File: config.mk
export PLATFORM = sky130hd
export DESIGN_NAME = cpu_sequencer
export DESIGN_NICKNAME = d
export VERILOG_FILES = /design/src/rtl/cpu_defs_pkg.sv /design/src/rtl/cpu_sequencer_mem_wait_timer.sv /design/src/rtl/cpu_sequencer.sv
export SDC_FILE = /design/constraint.sdc
export NUM_CORES = 1
export LEC_CHECK = 0
export CORE_MARGIN = 10
export CORE_UTILIZATION = 60
export CTS_BUF_LIST = sky130_fd_sc_hd__clkbuf_4 sky130_fd_sc_hd__clkbuf_8
export CTS_CLUSTER_DIAMETER = 50
export DETAILED_ROUTE_END_ITERATION = 8
export DONT_BUFFER_PORTS = 1
export GPL_TIMING_DRIVEN = 0
export PLACE_DENSITY = 0.83
export SLEW_MARGIN = 20
export SYNTH_ARGS = -nofsm -noshare
export SYNTH_HDL_FRONTEND = slang
export SYNTH_SLANG_ARGS = --single-unit
File: constraint.sdc
create_clock -name clock -period 3.05 [get_ports clock]
set_clock_uncertainty 0.15 [all_clocks]
set_input_delay 0.915 -clock clock [delete_from_list [all_inputs] [get_ports clock]]
set_output_delay 0.915 -clock clock [all_outputs]
set_load 0.01 [all_outputs]
File: src/rtl/cpu_defs_pkg.sv
// Shared types for the accumulator CPU: opcodes, ALU selects and sequencer states.
// Also holds a helper that classifies the states which own the memory bus.
package cpu_defs_pkg;

  typedef enum logic [2:0] {
    OP_LOAD  = 3'b000,
    OP_STORE = 3'b001,
    OP_ADD   = 3'b010,
    OP_SUB   = 3'b011,
    OP_BNE   = 3'b100,
    OP_AND   = 3'b101,
    OP_JMP   = 3'b110,
    OP_HALT  = 3'b111
  } opcode_t;

  typedef enum logic [1:0] {
    ALU_PASS = 2'b00,
    ALU_ADD  = 2'b01,
    ALU_SUB  = 2'b10,
    ALU_AND  = 2'b11
  } alu_sel_t;

  typedef enum logic [3:0] {
    IDLE,
    FETCH0,
    FETCH1,
    FETCH2,
    DECODE,
    OPRD,
    EXEC,
    STWR0,
    STWR1,
    BRANCH,
    HALT
  } seq_state_t;

  // States that hold cs and wait on the mem_ready handshake.
  function automatic logic is_mem_state(input seq_state_t s);
    return (s == FETCH1) || (s == OPRD) || (s == STWR1);
  endfunction

endpackage

File: src/rtl/cpu_sequencer_mem_wait_timer.sv
// Bounded wait counter for a memory handshake; flags the last allowed wait cycle.
// Kept standalone so a bus arbiter can share the same timeout behaviour.
module mem_wait_timer #(
  parameter int MAX_WAIT = 15
) (
  input  logic clock,
  input  logic n_reset,
  input  logic start,
  input  logic busy,
  input  logic ready,
  output logic timeout
);

  localparam int CW = $clog2(MAX_WAIT + 1);
  localparam logic [CW-1:0] LAST = CW'(MAX_WAIT - 1);

  logic [CW-1:0] count;

  always_ff @(posedge clock or negedge n_reset) begin
    if (!n_reset) begin
      count <= '0;
    end else if (start) begin
      count <= '0;
    end else if (busy && !ready) begin
      count <= count + 1'b1;
    end
  end

  // count holds the number of low cycles already spent, so LAST marks the MAX_WAIT-th cycle.
  assign timeout = busy && !ready && (count == LAST);

endmodule

File: src/rtl/cpu_sequencer.sv
// Moore control unit for the 8-bit accumulator CPU: fetch/decode/execute sequencing
// with a bounded memory wait and a sticky bus-error halt.
//
// state  | meaning
// IDLE   | after reset, nothing driven
// FETCH0 | PC -> MAR, PC increments, instruction boundary
// FETCH1 | instruction read from memory into MDR
// FETCH2 | MDR -> IR
// DECODE | IR address field -> MAR, branch on opcode
// OPRD   | operand read from memory into MDR
// EXEC   | MDR through ALU -> ACC
// STWR0  | ACC -> MDR
// STWR1  | MDR written to memory
// BRANCH | IR address field -> PC
// HALT   | stopped; run resumes unless a bus error occurred
module cpu_sequencer
  import cpu_defs_pkg::*;
#(
  parameter int OP_W     = 3,
  parameter int MAX_WAIT = 15
) (
  input  logic            clock,
  input  logic            n_reset,
  input  logic [OP_W-1:0] op,
  input  logic            z_flag,
  input  logic            mem_ready,
  input  logic            run,
  output logic            pc_bus,
  output logic            load_mar,
  output logic            inc_pc,
  output logic            load_pc,
  output logic            addr_bus,
  output logic            load_mdr,
  output logic            mdr_bus,
  output logic            load_ir,
  output logic            acc_bus,
  output logic            load_acc,
  output logic            cs,
  output logic            r_nw,
  output logic [1:0]      alu_sel,
  output logic            fetch,
  output logic            halted,
  output logic            bus_err
);

  seq_state_t state, state_nxt;
  opcode_t    opc;
  logic       timeout;
  logic       wait_start;

  assign opc = opcode_t'(op[2:0]);

  always_ff @(posedge clock or negedge n_reset) begin
    if (!n_reset) begin
      state   <= IDLE;
      bus_err <= 1'b0;
    end else begin
      state <= state_nxt;
      if (timeout) bus_err <= 1'b1;
    end
  end

  assign wait_start = is_mem_state(state_nxt) && (state_nxt != state);

  mem_wait_timer #(.MAX_WAIT(MAX_WAIT)) u_wait (
    .clock   (clock),
    .n_reset (n_reset),
    .start   (wait_start),
    .busy    (is_mem_state(state)),
    .ready   (mem_ready),
    .timeout (timeout)
  );

  always_comb begin
    state_nxt = state;
    pc_bus    = 1'b0;
    load_mar  = 1'b0;
    inc_pc    = 1'b0;
    load_pc   = 1'b0;
    addr_bus  = 1'b0;
    load_mdr  = 1'b0;
    mdr_bus   = 1'b0;
    load_ir   = 1'b0;
    acc_bus   = 1'b0;
    load_acc  = 1'b0;
    cs        = 1'b0;
    r_nw      = 1'b1;
    alu_sel   = ALU_PASS;
    fetch     = 1'b0;
    halted    = 1'b0;

    case (state)
      IDLE: state_nxt = FETCH0;
      FETCH0: begin
        pc_bus    = 1'b1;
        load_mar  = 1'b1;
        inc_pc    = 1'b1;
        fetch     = 1'b1;
        state_nxt = FETCH1;
      end
      FETCH1: begin
        cs       = 1'b1;
        load_mdr = 1'b1;
        if (mem_ready)    state_nxt = FETCH2;
        else if (timeout) state_nxt = HALT;
      end
      FETCH2: begin
        mdr_bus   = 1'b1;
        load_ir   = 1'b1;
        state_nxt = DECODE;
      end
      DECODE: begin
        addr_bus = 1'b1;
        load_mar = 1'b1;
        case (opc)
          OP_LOAD, OP_ADD, OP_SUB, OP_AND: state_nxt = OPRD;
          OP_STORE: state_nxt = STWR0;
          OP_JMP:   state_nxt = BRANCH;
          OP_BNE:   state_nxt = z_flag ? FETCH0 : BRANCH;
          OP_HALT:  state_nxt = HALT;
          default:  state_nxt = HALT;
        endcase
      end
      OPRD: begin
        cs       = 1'b1;
        load_mdr = 1'b1;
        if (mem_ready)    state_nxt = EXEC;
        else if (timeout) state_nxt = HALT;
      end
      EXEC: begin
        mdr_bus  = 1'b1;
        load_acc = 1'b1;
        case (opc)
          OP_ADD:  alu_sel = ALU_ADD;
          OP_SUB:  alu_sel = ALU_SUB;
          OP_AND:  alu_sel = ALU_AND;
          default: alu_sel = ALU_PASS;
        endcase
        state_nxt = FETCH0;
      end
      STWR0: begin
        acc_bus   = 1'b1;
        load_mdr  = 1'b1;
        state_nxt = STWR1;
      end
      STWR1: begin
        cs   = 1'b1;
        r_nw = 1'b0;
        if (mem_ready)    state_nxt = FETCH0;
        else if (timeout) state_nxt = HALT;
      end
      BRANCH: begin
        addr_bus  = 1'b1;
        load_pc   = 1'b1;
        state_nxt = FETCH0;
      end
      HALT: begin
        halted = 1'b1;
        // A timed-out bus cannot be trusted again until reset.
        if (run && !bus_err) state_nxt = FETCH0;
      end
      default: state_nxt = IDLE;
    endcase
  end

endmodule

## Yosys cells after proc, flatten, opt, wreduce, memory -nomap -nowiden

Index checks and enable logic that the tools add are counted.

| storage, ports and cells | value |
|---|---|
| output and inout bits | 17 |
| word-level logic and storage cells | 70 |
| bits in registers | 9 |

| cells by class | value |
|---|---|
| muxes and demuxes | 24 |
| equal/unequal tests | 22 |
| $add $sub $neg | 1 |
| reduce and logical (&&, ||, !) cells | 20 |

Operators by type and width:

| kind | number |
|---|---|
| $pmux 4 s9 | 1 |
| $mux 4 | 8 |
| $eq 4x3->1 const B | 5 |
| $eq 4x4->1 const B | 5 |
| $pmux 4 s5 | 1 |
| $eq 3x3->1 const B | 4 |
| $eq 4x2->1 const B | 3 |
| $mux 1 | 12 |
| $reduce_or 3->1 | 3 |
| $eq 3x2->1 const B | 2 |
| $pmux 2 s3 | 1 |
| $reduce_or 2->1 | 3 |
| $add 4x1->4 const B | 1 |
| $eq 4x1->1 const B | 1 |
| $logic_and 1x1->1 | 4 |
| $logic_not 4->1 | 1 |
| $logic_or 1x1->1 | 4 |
| $ne 4x4->1 | 1 |
| $reduce_or 4->1 | 1 |
| $eq 3x1->1 const B | 1 |
| $logic_not 3->1 | 1 |
| $logic_not 1->1 | 2 |
| $mux 2 | 1 |
| $reduce_bool 2->1 | 1 |

## Depth between registers and ports, before layout

| depth | value |
|---|---|
| word-level depth | 13 |
| gate-level depth with buffers | 8 |
| gate-level depth less buffers | 8 |

## Modules after synthesis

From an unflattened synthesis, not the netlist that was laid out.

| unflattened totals | value |
|---|---|
| cell total of the unflattened synthesis | 105 |
| area, all modules | 852.1 um2 |

By module, submodules not included:

| module | times used | sequential area each (um2) | cells each | area an instance (um2) |
|---|---|---|---|---|
| cpu_sequencer | 1 | 125.1 | 84 | 621.8 |
| mem_wait_timer | 1 | 100.1 | 21 | 230.2 |

## Least setup slack after synthesis

OpenSTA, ideal clock, no wires.

| path | value |
|---|---|
| kind | input -> output |
| start point | input op[0] |
| end point | output alu_sel[0] |
| arrival time | 1.532 ns |
| setup slack | 0.453 ns |
| stages on the path | 3 |
| cells stage by stage | inv_1 or3_1 a21oi_1 |

| on the way | value |
|---|---|
| word-level cells in the longest chain between the ends | 3 |
| elaborated cells between the ends (all ways) | 5 |
| classes of those cells | 3 x eq/ne; 2 x mux |

RTL lines:

| element | RTL line | RTL |
|---|---|---|
| start, declared | cpu_sequencer.sv:24 | `input logic [OP_W-1:0] op,` |
| $eq 3x3->1 / $eq 3x2->1 (equally long branches) | cpu_sequencer.sv:133 | `case (opc)` |
| $pmux 2 s3 (*) | cpu_sequencer.sv:133 |  |
| $mux 2 (*) | cpu_sequencer.sv:92 | `case (state)` |
| end, declared | cpu_sequencer.sv:40 | `output logic [1:0] alu_sel,` |

Every way passes the cells marked *; elsewhere a longest branch is shown, timed or not.

## Worst setup path after layout

| path | value |
|---|---|
| start point | register state[1] |
| end point | output load_mar |

| on the way | value |
|---|---|
| word-level cells in the longest chain between the ends | 3 |
| elaborated cells between the ends (all ways) | 4 |
| classes of those cells | 2 x eq/ne; 1 x mux; 1 x reduce/logical |

RTL lines:

| element | RTL line | RTL |
|---|---|---|
| start, declared | cpu_sequencer.sv:46 | `seq_state_t state, state_nxt;` |
| start signal, assigned | cpu_sequencer.sv:58 | `state <= state_nxt;` |
| $eq 4x3->1 / $eq 4x1->1 (equally long branches) | cpu_sequencer.sv:92 |  |
| $reduce_or 2->1 (no source line) (*) | -- |  |
| $mux 1 (*) | cpu_sequencer.sv:92 |  |
| end, declared | cpu_sequencer.sv:29 | `output logic load_mar,` |

Marked as above.

==> impl_metrics.py <==
metrics = {
    "run_status": {
        "status": "finished clean",
    },
    "setup_path": {
        "critical-path-max-stage-delay_ns": 0.72,
        "start_kind": "register",
        "cp_data_arrival_time_ns": 1.85,
        "cp_max_fo": 10,
        "critPathSlowestCell": "or4b_2",
        "ff2ff_path_depth": 7,
        "reg2reg_from": "state[0]$_DFF_PN0_",
        "ff2ff_setup_slack_ns": 0.70,
        "endpoint_kind": "output port",
        "regToRegEndpoint": "u_wait.count[1]$_DFFE_PN0P_",
        "cp-startpoint": "state[1]$_DFF_PN0_",
        "critPathRequiredTime_ns": 1.98,
        "crit_type": "reg -> out",
        "cp_cell_sequence": "buf_2, or4b_2, inv_2, or2_2",
    },
    "sta": {
        "setup_viol": 0,
        "finalHoldViolations": 0,
        "setup_tns_ns": 0,
        "rsz0062_at_grt": "false",
        "final.setup.worst_slack_ns": 0.133,
        "slew_violations": 0,
        "slew_headroom_pct": 60.7,
        "worstMarginPinSlew_ns": 0.588,
        "post-route-period-util_pct": 95.6,
        "post-route-min-period_ns": 2.92,
        "timing.fmax_mhz": 343,
    },
    "layout": {
        "drive_gt1_share_pct": 25.7,
        "insertedDiodeCount": 0,
        "final_cell_mix": "a21oi_1, dfrtp_1, nor2_1",
        "syn2layout_area_growth_pct": 6.50,
        "num-nets-final": 112,
    },
    "clock_network": {
        "clkSinkCount": 9,
        "clk_pin_slew_ns": 0.06,
        "post_cts_buffers": 0,
        "cts_buffers": 3,
        "root_buffer": "clkbuf_4",
        "h-tree-depth": 1,
        "clk_path_buf_depth": 2,
        "ctsResizeCount": 0,
        "holdBufCountCts": 0,
        "cts_tree": "built",
        "insertion_delay_ns": 0.25,
    },
    "synth": {
        "synth_xor_area_share_pct": 6.20,
        "synth_mux_area_share_pct": 0,
        "synth-edff-count": 0,
        "synth-async-reset-ratio_pct": 100,
        "synth_nets": 107,
        "yosysSeqAreaShare_pct": 26.6,
        "synth_area_per_cell_sq_um": 8.73,
        "synth_cells": 97,
        "synthesis.area_sq_um": 847,
        "ys_warn_count": 0,
        "yosysUniqueCellTypes": 41,
        "synthAdderAreaFrac_pct": 2.95,
        "synth_top_family_by_area": "simple AND/OR/NAND/NOR gates",
        "synth_compound_area_share_pct": 26.6,
        "synthSimpleGateAreaFrac_pct": 29.4,
        "synth_seq_cells": 9,
        "synth_top_flop_cell": "dfrtp_1",
    },
    "routing": {
        "wl_per_cell_microns": 17.5,
        "postRouteWirelength_microns": 2030,
        "final_antenna_net_count": 0,
        "vias": 770,
        "first_iter_violations": 31,
        "viasPerCell": 6.64,
        "drc": 0,
        "drtPass1Iterations": 4,
    },
    "global_routing": {
        "grt_pass1_vias": 749,
        "grt_max_degree": 11,
        "grt_pass1_wl_microns": 3400,
        "grt-ovfl-total": 0,
        "antenna_found_initial": 0,
        "grt.total_usage_pct": 12.3,
    },
    "die": {
        "initial_core_util_pct": 64.3,
        "num_io_pins": 25,
        "placementRows": 13,
        "fp.dieH_microns": 57.6,
        "dieWidth_microns": 57.6,
        "dieArea_sq_um": 3310,
        "coreArea_sq_um": 1320,
    },
    "pwr": {
        "clkPwrFrac_pct": 10.1,
        "power_mw": 0.948,
        "seq_power_share_pct": 20.7,
        "pwr-share-comb_pct": 69.2,
        "p_sw_share_pct": 47.8,
        "vdd.ir_drop.worst_uv": 510,
        "power_density_nw_per_um2": 1050,
        "power_leakage_nw": 0.384,
        "power_switching_mw": 0.454,
        "p_int_mw": 0.495,
    },
    "flow_run": {
        "drv_cap": 0,
    },
    "placement": {
        "dp_slack_ns": 0.366,
        "io_buffer_count": 0,
        "place.gp.congestion": 0.873,
        "dp_hpwl_microns": 1590,
    },
    "hold_path": {
        "min_path_type": "in -> async",
    },
}
## area by class of cell
| cell class | instances | area (sq um) |
|---|---|---|
| multi-input combinational | 74 | 558 |
| fill | 115 | 415 |
| sequential | 9 | 225 |
| buffer | 8 | 47.5 |
| clock buffer | 4 | 30.0 |
| inverter | 6 | 22.5 |
| tap | 15 | 18.8 |
## metrics by stage
stage / instance area, sq um / utilization (%) / cells / hold WS [ns]
floorplan: 847 / - / 97 / 0.383
CTS: 896 / 68.0 / 116 / 0.195
global route: 902 / 68.5 / 116 / 0.179
finish: 902 / 68.5 / 116 / 0.202
detailed placement: 866 / 65.7 / 112 / 0.427
global placement: 866 / 65.7 / 112 / 0.424
## logic make-up after synthesis
logic type / count (synthesis)
xor gates and xnor gates: 6
AOI/OAI and AO/OA: 27
DFF: 9
and+or+nand+nor: 39
adders and majority gates: 2
buffers and inverters: 14
## sequential cells by signal (all words and copies together), names as in the netlist
register,count
state,4
u_wait.count,4
bus_err,1
## per-layer routing
| metal | share of wire [%] | vias up | track usage, % |
|---|---|---|---|
| li1 | - | 365 | - |
| met1 | 39 | 356 | 14.4 |
| met2 | 47 | 47 | 18.7 |
| met3 | 13 | 2 | 6.86 |
| met4 | 0.20 | 0 | 3.36 |
| met5 | 0 | - | 0 |
## cells in the mapped netlist, types with 2 or more instances
cell | n | area, sq um
nor2_1 | 6 | 22.5
o21ai_0 | 2 | 10.0
nand3_1 | 5 | 25.0
a31oi_1 | 3 | 18.8
ha_1 | 2 | 25.0
inv_1 | 6 | 22.5
buf_2 | 5 | 25.0
nor2b_1 | 3 | 18.8
or4b_1 | 2 | 20.0
xor2_1 | 2 | 17.5
o31ai_1 | 2 | 15.0
or2_2 | 3 | 18.8
nor3_1 | 2 | 10.0
dfrtp_1 | 9 | 225
nand2b_1 | 3 | 18.8
buf_4 | 3 | 22.5
a21oi_1 | 9 | 45.0
nand2_1 | 3 | 11.3
xnor2_1 | 4 | 35.0
or3_1 | 2 | 12.5
## critical path, delay by kind of cell (launching register included)
kind                   cells  cell delay, ns
AND/OR/NAND/NOR            2            0.87
flip-flops                 1            0.41
buffers and inverters      2            0.32
## worst max path at each step
| stage | slack [ns] | end |
|---|---|---|
| after CTS | 0.09 | load_mar |
| after global routing | 0.02 | load_mar |
| after global placement | 0.39 | load_mar |
| final | 0.13 | load_mar |
| after detailed placement | 0.37 | load_mar |
| after floorplan | 0.45 | alu_sel[0] |
## power by group through the flow
stage | logic [mW] | clock network, mW | registers, mW
final | 0.656 | 0.0956 | 0.196
after global routing | 0.709 | 0.109 | 0.203
after CTS | 0.648 | 0.0989 | 0.192
after detailed placement | 0.644 | 0 | 0.194
after global placement | 0.630 | 0 | 0.190
after floorplan | 0.547 | 0 | 0.184
Power figures use the tool's default switching activity.
